==> config.mk <==
export PLATFORM = sky130hd
export DESIGN_NAME = vx_dmem_rsp_collector
export DESIGN_NICKNAME = d
export VERILOG_FILES = /design/src/rtl/vx_dmem_pkg.sv /design/src/rtl/vx_dmem_lane_fifo.sv /design/src/rtl/vx_dmem_rsp_collector.sv
export SDC_FILE = /design/constraint.sdc
export NUM_CORES = 1
export LEC_CHECK = 0
export BUFFER_PORTS_ARGS = -buffer_cell sky130_fd_sc_hd__buf_4
export CORE_MARGIN = 2
export CORE_UTILIZATION = 29
export CTS_BUF_LIST = sky130_fd_sc_hd__clkbuf_2 sky130_fd_sc_hd__clkbuf_4 sky130_fd_sc_hd__clkbuf_8
export DETAILED_ROUTE_END_ITERATION = 10
export PLACE_DENSITY = 0.5
export SYNTH_ARGS = -nofsm -noshare
export SYNTH_HDL_FRONTEND = slang
export SYNTH_SLANG_ARGS = --single-unit
==> constraint.sdc <==
create_clock -name clock -period 3.81 [get_ports clock]
set_input_delay 0.1905 -clock clock [delete_from_list [all_inputs] [get_ports clock]]
set_output_delay 0.1905 -clock clock [all_outputs]
set_load 0.03 [all_outputs]
==> src/rtl/vx_dmem_pkg.sv <==
// ---------------------------------------------------------------------------
// vx_dmem_pkg
// Shared definitions for the dmem response collector:
//   - TileLink D-channel opcode constants
//   - collector FSM state encoding
// No ports (package).
// ---------------------------------------------------------------------------
package vx_dmem_pkg;

    localparam logic [2:0] TL_D_ACCESS_ACK      = 3'd0;
    localparam logic [2:0] TL_D_ACCESS_ACK_DATA = 3'd1;

    typedef enum logic [1:0] {
        ST_IDLE = 2'd0,
        ST_WAIT = 2'd1,
        ST_EMIT = 2'd2
    } rsp_state_e;

endpackage

==> src/rtl/vx_dmem_lane_fifo.sv <==
// ---------------------------------------------------------------------------
// vx_dmem_lane_fifo
// Synchronous single-clock FIFO holding {source,data} load-response beats for
// one lane. DEPTH must be a power of two (>= 2).
//
// Ports:
//   clock    in   rising-edge clock
//   reset_n  in   asynchronous active-low reset (empties the FIFO)
//   i_push   in   write i_data this edge (caller guarantees !o_full || i_pop)
//   i_data   in   entry to write
//   i_pop    in   drop the head entry this edge (caller guarantees !o_empty)
//   o_data   out  head entry (meaningless while o_empty)
//   o_full   out  DEPTH entries stored
//   o_empty  out  no entries stored
// ---------------------------------------------------------------------------
module vx_dmem_lane_fifo #(
    parameter int WIDTH = 42,
    parameter int DEPTH = 4
) (
    input  logic             clock,
    input  logic             reset_n,
    input  logic             i_push,
    input  logic [WIDTH-1:0] i_data,
    input  logic             i_pop,
    output logic [WIDTH-1:0] o_data,
    output logic             o_full,
    output logic             o_empty
);

    localparam int AW = (DEPTH > 1) ? $clog2(DEPTH) : 1;

    logic [WIDTH-1:0] r_mem [DEPTH];
    // One extra pointer bit distinguishes full from empty when indices match.
    logic [AW:0]      r_wptr;
    logic [AW:0]      r_rptr;

    always_ff @(posedge clock or negedge reset_n) begin
        if (!reset_n) begin
            r_wptr <= '0;
            r_rptr <= '0;
        end else begin
            if (i_push) r_wptr <= r_wptr + {{AW{1'b0}}, 1'b1};
            if (i_pop)  r_rptr <= r_rptr + {{AW{1'b0}}, 1'b1};
        end
    end

    // Storage needs no reset: contents are only observed when not empty.
    always_ff @(posedge clock) begin
        if (i_push) r_mem[r_wptr[AW-1:0]] <= i_data;
    end

    assign o_data  = r_mem[r_rptr[AW-1:0]];
    assign o_empty = (r_wptr == r_rptr);
    assign o_full  = (r_wptr[AW] != r_rptr[AW]) && (r_wptr[AW-1:0] == r_rptr[AW-1:0]);

endmodule

==> src/rtl/vx_dmem_rsp_collector.sv <==
// ---------------------------------------------------------------------------
// vx_dmem_rsp_collector
// Collects per-lane TileLink D-channel responses, drops AccessAcks, buffers
// load data per lane and groups lanes whose head beats share a source tag into
// one dcache response. Tracks per-lane outstanding requests for A-channel
// credit.
//
// Optional build macro: VX_DMEM_RSP_COALESCE_EN
//   defined   : IDLE -> WAIT -> EMIT; WAIT holds up to WAIT_CYCLES cycles so
//               late lanes with outstanding requests can join the group.
//   undefined : IDLE -> EMIT directly (WAIT unreachable).
//
// Handshakes: a D beat transfers on an edge where dmem_d_valid[i] and
// dmem_d_ready[i] are both 1; a group transfers on an edge where
// dcache_rsp_valid and dcache_rsp_ready are both 1, and the group outputs are
// held stable while valid is high and ready is low.
//
// Ports:
//   clock, reset_n     clock / asynchronous active-low reset
//   dmem_d_*           per-lane D channel (valid/opcode/source/data in, ready out)
//   dmem_a_fire        per-lane A handshake completed (new outstanding request)
//   lane_credit        per-lane permission to issue another A request
//   dcache_rsp_*       grouped response (valid/tmask/data/tag out, ready in)
//   idle               nothing outstanding, nothing buffered, FSM in IDLE
// The FSM state is held in r_state for observation.
// ---------------------------------------------------------------------------
module vx_dmem_rsp_collector
    import vx_dmem_pkg::*;
#(
    parameter int NUM_LANES       = 4,
    parameter int DATA_WIDTH      = 32,
    parameter int TAG_WIDTH       = 10,
    parameter int FIFO_DEPTH      = 4,
    parameter int MAX_OUTSTANDING = 8,
    parameter int WAIT_CYCLES     = 16
) (
    input  logic                            clock,
    input  logic                            reset_n,
    input  logic [NUM_LANES-1:0]            dmem_d_valid,
    input  logic [3*NUM_LANES-1:0]          dmem_d_opcode,
    input  logic [TAG_WIDTH*NUM_LANES-1:0]  dmem_d_source,
    input  logic [DATA_WIDTH*NUM_LANES-1:0] dmem_d_data,
    output logic [NUM_LANES-1:0]            dmem_d_ready,
    input  logic [NUM_LANES-1:0]            dmem_a_fire,
    output logic [NUM_LANES-1:0]            lane_credit,
    output logic                            dcache_rsp_valid,
    output logic [NUM_LANES-1:0]            dcache_rsp_tmask,
    output logic [DATA_WIDTH*NUM_LANES-1:0] dcache_rsp_data,
    output logic [TAG_WIDTH-1:0]            dcache_rsp_tag,
    input  logic                            dcache_rsp_ready,
    output logic                            idle
);

    localparam int CNT_W   = $clog2(MAX_OUTSTANDING + 1);
    localparam int ENTRY_W = TAG_WIDTH + DATA_WIDTH;
`ifdef VX_DMEM_RSP_COALESCE_EN
    localparam int WAIT_W  = $clog2(WAIT_CYCLES + 1);
`endif

    rsp_state_e                      r_state;
    logic                            r_valid;
    logic [NUM_LANES-1:0]            r_tmask;
    logic [DATA_WIDTH*NUM_LANES-1:0] r_data;
    logic [TAG_WIDTH-1:0]            r_tag;
`ifdef VX_DMEM_RSP_COALESCE_EN
    logic [WAIT_W-1:0]               r_wait;
    logic                            w_all_match;
`endif

    logic [NUM_LANES-1:0]            w_empty;
    logic [NUM_LANES-1:0]            w_pop;
    logic [NUM_LANES-1:0]            w_ack_acc;
    logic [NUM_LANES-1:0]            w_match;
    logic [NUM_LANES-1:0]            w_cnt_zero;
    logic [TAG_WIDTH*NUM_LANES-1:0]  w_head_src;
    logic [DATA_WIDTH*NUM_LANES-1:0] w_match_data;
    logic [TAG_WIDTH-1:0]            w_first_tag;
    logic [TAG_WIDTH-1:0]            w_cmp_tag;

    // -----------------------------------------------------------------------
    // Per-lane datapath: D-channel acceptance, FIFO, outstanding counter
    // -----------------------------------------------------------------------
    for (genvar i = 0; i < NUM_LANES; i++) begin : g_lane
        logic [2:0]         w_opcode;
        logic               w_is_data;
        logic               w_fifo_ready;
        logic               w_push;
        logic               w_full;
        logic [ENTRY_W-1:0] w_wr_entry;
        logic [ENTRY_W-1:0] w_head;
        logic [CNT_W-1:0]   r_cnt;
        logic               w_inc;
        logic [CNT_W:0]     w_sum;
        logic [CNT_W:0]     w_dec;

        assign w_opcode     = dmem_d_opcode[3*i +: 3];
        assign w_ack_acc[i] = reset_n && dmem_d_valid[i] && (w_opcode == TL_D_ACCESS_ACK);
        assign w_is_data    = dmem_d_valid[i] && (w_opcode != TL_D_ACCESS_ACK);
        assign w_pop[i]     = (r_state == ST_EMIT) && dcache_rsp_ready && r_tmask[i];
        // A pop on the same edge frees a slot, so a full FIFO can still accept.
        assign w_fifo_ready = !w_full || w_pop[i];
        assign w_push       = reset_n && w_is_data && w_fifo_ready;

        assign dmem_d_ready[i] = w_ack_acc[i] || w_push;

        assign w_wr_entry = {dmem_d_source[TAG_WIDTH*i +: TAG_WIDTH],
                             dmem_d_data[DATA_WIDTH*i +: DATA_WIDTH]};

        vx_dmem_lane_fifo #(
            .WIDTH (ENTRY_W),
            .DEPTH (FIFO_DEPTH)
        ) u_fifo (
            .clock   (clock),
            .reset_n (reset_n),
            .i_push  (w_push),
            .i_data  (w_wr_entry),
            .i_pop   (w_pop[i]),
            .o_data  (w_head),
            .o_full  (w_full),
            .o_empty (w_empty[i])
        );

        assign w_head_src[TAG_WIDTH*i +: TAG_WIDTH] = w_head[ENTRY_W-1 -: TAG_WIDTH];
        assign w_match[i] = !w_empty[i] && (w_head[ENTRY_W-1 -: TAG_WIDTH] == w_cmp_tag);
        assign w_match_data[DATA_WIDTH*i +: DATA_WIDTH] =
            w_match[i] ? w_head[DATA_WIDTH-1:0] : '0;

        // Outstanding counter: +1 on a_fire (saturating at the limit), -1 for
        // each of AccessAck accept and FIFO pop; both can happen in one cycle.
        assign w_inc = dmem_a_fire[i] && (r_cnt < CNT_W'(MAX_OUTSTANDING));
        assign w_sum = {1'b0, r_cnt} + {{CNT_W{1'b0}}, w_inc};
        assign w_dec = {{(CNT_W-1){1'b0}}, w_ack_acc[i] & w_pop[i], w_ack_acc[i] ^ w_pop[i]};

        always_ff @(posedge clock or negedge reset_n) begin
            if (!reset_n) begin
                r_cnt <= '0;
            end else begin
                r_cnt <= (w_sum >= w_dec) ? CNT_W'(w_sum - w_dec) : '0;
            end
        end

        assign lane_credit[i] = (r_cnt < CNT_W'(MAX_OUTSTANDING));
        assign w_cnt_zero[i]  = (r_cnt == '0);

`ifndef SYNTHESIS
        always @(posedge clock) begin
            if (reset_n && dmem_a_fire[i]) begin
                assert (r_cnt < CNT_W'(MAX_OUTSTANDING))
                    else $error("lane %0d: a_fire with outstanding counter at limit", i);
            end
        end
`endif
    end

    // Tag of the lowest-indexed non-empty lane.
    always_comb begin
        w_first_tag = '0;
        for (int k = NUM_LANES - 1; k >= 0; k--) begin
            if (!w_empty[k]) w_first_tag = w_head_src[TAG_WIDTH*k +: TAG_WIDTH];
        end
    end

`ifdef VX_DMEM_RSP_COALESCE_EN
    // While waiting, lanes are matched against the tag latched on entry.
    assign w_cmp_tag   = (r_state == ST_WAIT) ? r_tag : w_first_tag;
    // Every lane still expecting a response already shows a matching head.
    assign w_all_match = &(w_cnt_zero | w_match);
`else
    assign w_cmp_tag   = w_first_tag;
`endif

    // -----------------------------------------------------------------------
    // Grouping FSM with registered outputs
    // -----------------------------------------------------------------------
    always_ff @(posedge clock or negedge reset_n) begin
        if (!reset_n) begin
            r_state <= ST_IDLE;
            r_valid <= 1'b0;
            r_tmask <= '0;
            r_data  <= '0;
            r_tag   <= '0;
`ifdef VX_DMEM_RSP_COALESCE_EN
            r_wait  <= '0;
`endif
        end else begin
            case (r_state)
                ST_IDLE: begin
                    if (!(&w_empty)) begin
                        r_tag <= w_first_tag;
`ifdef VX_DMEM_RSP_COALESCE_EN
                        r_state <= ST_WAIT;
                        r_wait  <= WAIT_W'(WAIT_CYCLES);
`else
                        // The first lane always matches its own tag, so the
                        // mask latched here is never zero.
                        r_state <= ST_EMIT;
                        r_valid <= 1'b1;
                        r_tmask <= w_match;
                        r_data  <= w_match_data;
`endif
                    end
                end
                ST_WAIT: begin
`ifdef VX_DMEM_RSP_COALESCE_EN
                    // Nothing pops outside EMIT, so the lane that set r_tag
                    // still matches and the latched mask is non-zero.
                    if (w_all_match || (r_wait <= WAIT_W'(1))) begin
                        r_state <= ST_EMIT;
                        r_valid <= 1'b1;
                        r_tmask <= w_match;
                        r_data  <= w_match_data;
                    end else begin
                        r_wait <= r_wait - WAIT_W'(1);
                    end
`else
                    r_state <= ST_IDLE;
`endif
                end
                ST_EMIT: begin
                    if (dcache_rsp_ready) begin
                        r_state <= ST_IDLE;
                        r_valid <= 1'b0;
                        r_tmask <= '0;
                        r_data  <= '0;
                        r_tag   <= '0;
                    end
                end
                default: r_state <= ST_IDLE;
            endcase
        end
    end

    assign dcache_rsp_valid = r_valid;
    assign dcache_rsp_tmask = r_tmask;
    assign dcache_rsp_data  = r_data;
    assign dcache_rsp_tag   = r_tag;
    assign idle             = (r_state == ST_IDLE) && (&w_empty) && (&w_cnt_zero);

endmodule

==> flow_summary.yaml <==
floorplanning:
  die_x_um: 344
  core_mm2: 0.115
  fp-row-count: 124
  initial_core_util_pct: 29.3
  die_h_um: 344
  dieArea_mm2: 0.118
  io_pins: 343
timing:
  slew-limit-headroom_pct: 28.8
  rsz0062_at_grt: "no"
  finClkSkew_ns: 0.0353
  min_period_over_period_pct: 91.9
  fin_tns_setup_ns: 0
  finalMaxSlewViolations: 0
  tightest_slew_ns: 1.07
  period_needed_ns: 3.50
  whs_ns: 0.108
  finalHoldViolCount: 0
  setup_viol: 0
  max_freq_mhz: 286
grt:
  use_met2_pct: 25.2
  grt_pass1_wl_um: 133000
  overflow: 0
  grt_use_met3_pct: 4.30
  grt_max_degree: 57
  grt_usage_pct: 15.2
  grt_pass1_vias: 20500
  grt-busiest-layer: "met2"
  grt_util_met1_pct: 19.3
  antenna_found_initial: 19
pwr:
  leakage_nw: 16.0
  peakVddDrop_uv: 292
  power.density_mw_per_mm2: 670
cts:
  clk_latency_ns: 0.81
  clockBufferDepth: 3
  postCtsSetupRepairBufs: 0
  cts_buffers: 151
  cts_tree: "yes"
  clock-sinks: 855
  clk_pin_slew_worst_paths_ns: 0.07
  clock_tree.root_cell: "clkbuf_8"
  htree_num_levels: 4
logic_synthesis:
  ys_seq_elements: 855
  synth-seq-area-share_pct: 73.8
  yosysTopAreaCell: "edfxtp_1"
  synth_top_area_share_pct: 60.2
  synthTopCellsByArea: "edfxtp_1, dfrtp_1, mux4_2"
  netlist_instances: 1830
  avgSynthCellArea_um2: 18.3
  synth_enable_flop_cells: 672
  synth_ff_type: "edfxtp_1"
  netlist_area_mm2: 0.0335
  synthArstFlopShare_pct: 21.4
  yosysUniqueCellTypes: 66
  synth_nets: 2065
  yosysWarnings: 0
layout:
  drive_above_1_share_pct: 33.2
  final_cell_mix: "edfxtp_1, buf_4, dfrtp_1, dlygate4sd3_1, mux4_2"
  syn_to_final_growth_pct: 28.5
  finalNetCount: 2720
  final_common_cell: "edfxtp_1"
  n_fill_cell: 10800
  stdcell_area_mm2: 0.0431
setup_path:
  end_kind: "output port"
  path_class: "flip-flop to output port"
  path_max_fanout: 16
  arrival_ns: 3.31
  required_ns: 3.62
  setup.worst_path.start_class: "flip-flop"
worst_hold_path:
  worstHoldPathType: "primary input to flip-flop"
route:
  drc: 0
  initialDrtViolationCount: 1041
  vias: 19000
  wl_per_cell_um: 21.8
  vias_per_cell: 4.61
  ant_nets: 0
  routed_wl_um: 90100
  dr.pass1.iters: 7
placed_design:
  placed_area_mm2: 0.0384
  portBuffers: 342
  place_hpwl_um: 58100
  globalplace.congestion: 0.838
job:
  max-cap-violations: 0
run_status:
  status: "completed"
==> critical path, cell delays in order (launching register included) <==
cell and delay [ns]:
dfrtp_2 0.52, xnor2_1 0.29, and3_2 0.49, buf_4 0.25, nand2_1 0.23, nor4_1 0.37, buf_4 0.20, buf_4 0.16
==> synth_stat cells, drive strengths merged (6+ instances only) <==
library cell / instances
edfxtp: 672
a21oi: 24
xor2: 26
or2: 6
a22o: 64
xnor2: 36
ha: 40
nand2: 102
nand3: 24
clkbuf: 38
nand4: 8
o22ai: 6
nand2b: 9
and2: 21
inv: 105
dfrtp: 183
nor4: 9
mux4: 168
o21ai: 87
buf: 45
nor3: 20
or3: 6
a31oi: 10
o31ai: 8
nor2b: 18
nor2: 30
==> path summary, 6_finish.rpt <==
path,to,cells after the start,start,slack [ns]
worst max register to register,dcache_rsp_data[66],10,g_lane[0].u_fifo.r_rptr[1],0.50
worst min-delay path,g_lane[3].u_fifo.r_wptr[0],5,dmem_d_valid[3],0.11
min in group asynchronous,dcache_rsp_data[42],3,reset_n,0.12
worst max-delay path,idle,7,g_lane[1].u_fifo.r_rptr[0],0.31
worst min register to register,dcache_rsp_data[55],2,dcache_rsp_data[55],0.48
max in group asynchronous,g_lane[1].u_fifo.r_rptr[0],3,reset_n,2.39
==> registers in the layout, summed over array words and instances (netlist names) <==
name / flops
g_lane.r_cnt: 16
g_lane.u_fifo.r_mem: 672
g_lane.u_fifo.r_rptr: 12
dcache_rsp_valid: 1
g_lane.u_fifo.r_wptr: 12
dcache_rsp_data: 128
dcache_rsp_tag: 10
dcache_rsp_tmask: 4
==> cells by family (layout without fill, tap and decap cells) <==
group / count (synthesis) / in the layout / share of synthesized area [%]
AOI/OAI and AO/OA: 247 / 247 / 5.12
xor gates and xnor gates: 62 / 62 / 1.64
adders and majority gates: 44 / 44 / 1.73
buffers and inverters: 188 / 966 / 2.41
DFF: 855 / 855 / 73.8
muxes: 173 / 173 / 11.4
other: 0 / 10 / 0
and+or+nand+nor: 261 / 261 / 3.82
==> through the flow <==
step                power (mW)  util [%]  worst slack [ns]  instances
floorplan                 17.6         -             0.569       1830
global placement          20.7      33.5             0.484       3669
detailed placement        20.8      33.5             0.494       3669
CTS                       29.4      37.6             0.239       4120
global route              30.5      37.6             0.117       4126
finish                    28.9      37.6             0.310       4130
==> layer usage <==
metal  up-vias  part of all wire (%)
li1       8512                     -
met1      9824                    42
met2       512                    49
met3       160                   6.3
met4        16                   2.0
met5         -                  0.11
==> layout make-up <==
cell class	count	area, um2	share of cell area, %
inverter	105	394	0.915
tap	1512	1890	4.39
sequential	855	24800	57.5
clock buffer	209	2570	5.96
timing repair buffer	585	5040	11.7
clock inverter	67	390	0.906
multi-input combinational	787	8010	18.6
antenna	10	25.0	0.0581
==> power by group <==
group          internal [mW]  leakage, nW  switching (mW)  total [mW]
logic                   3.61         5.95            5.07        8.68
clock network           4.51         1.56            3.77        8.28
registers               11.3         8.52           0.622        11.9
total                   19.4         16.0            9.46        28.9
==> repair_timing <==
item                       CTS  global route
setup endpoints to repair    1             0
hold buffers               175             0
gates resized for setup      1             0
hold endpoints to repair   812             0
No activity file was read; power rests on OpenSTA's default activity.
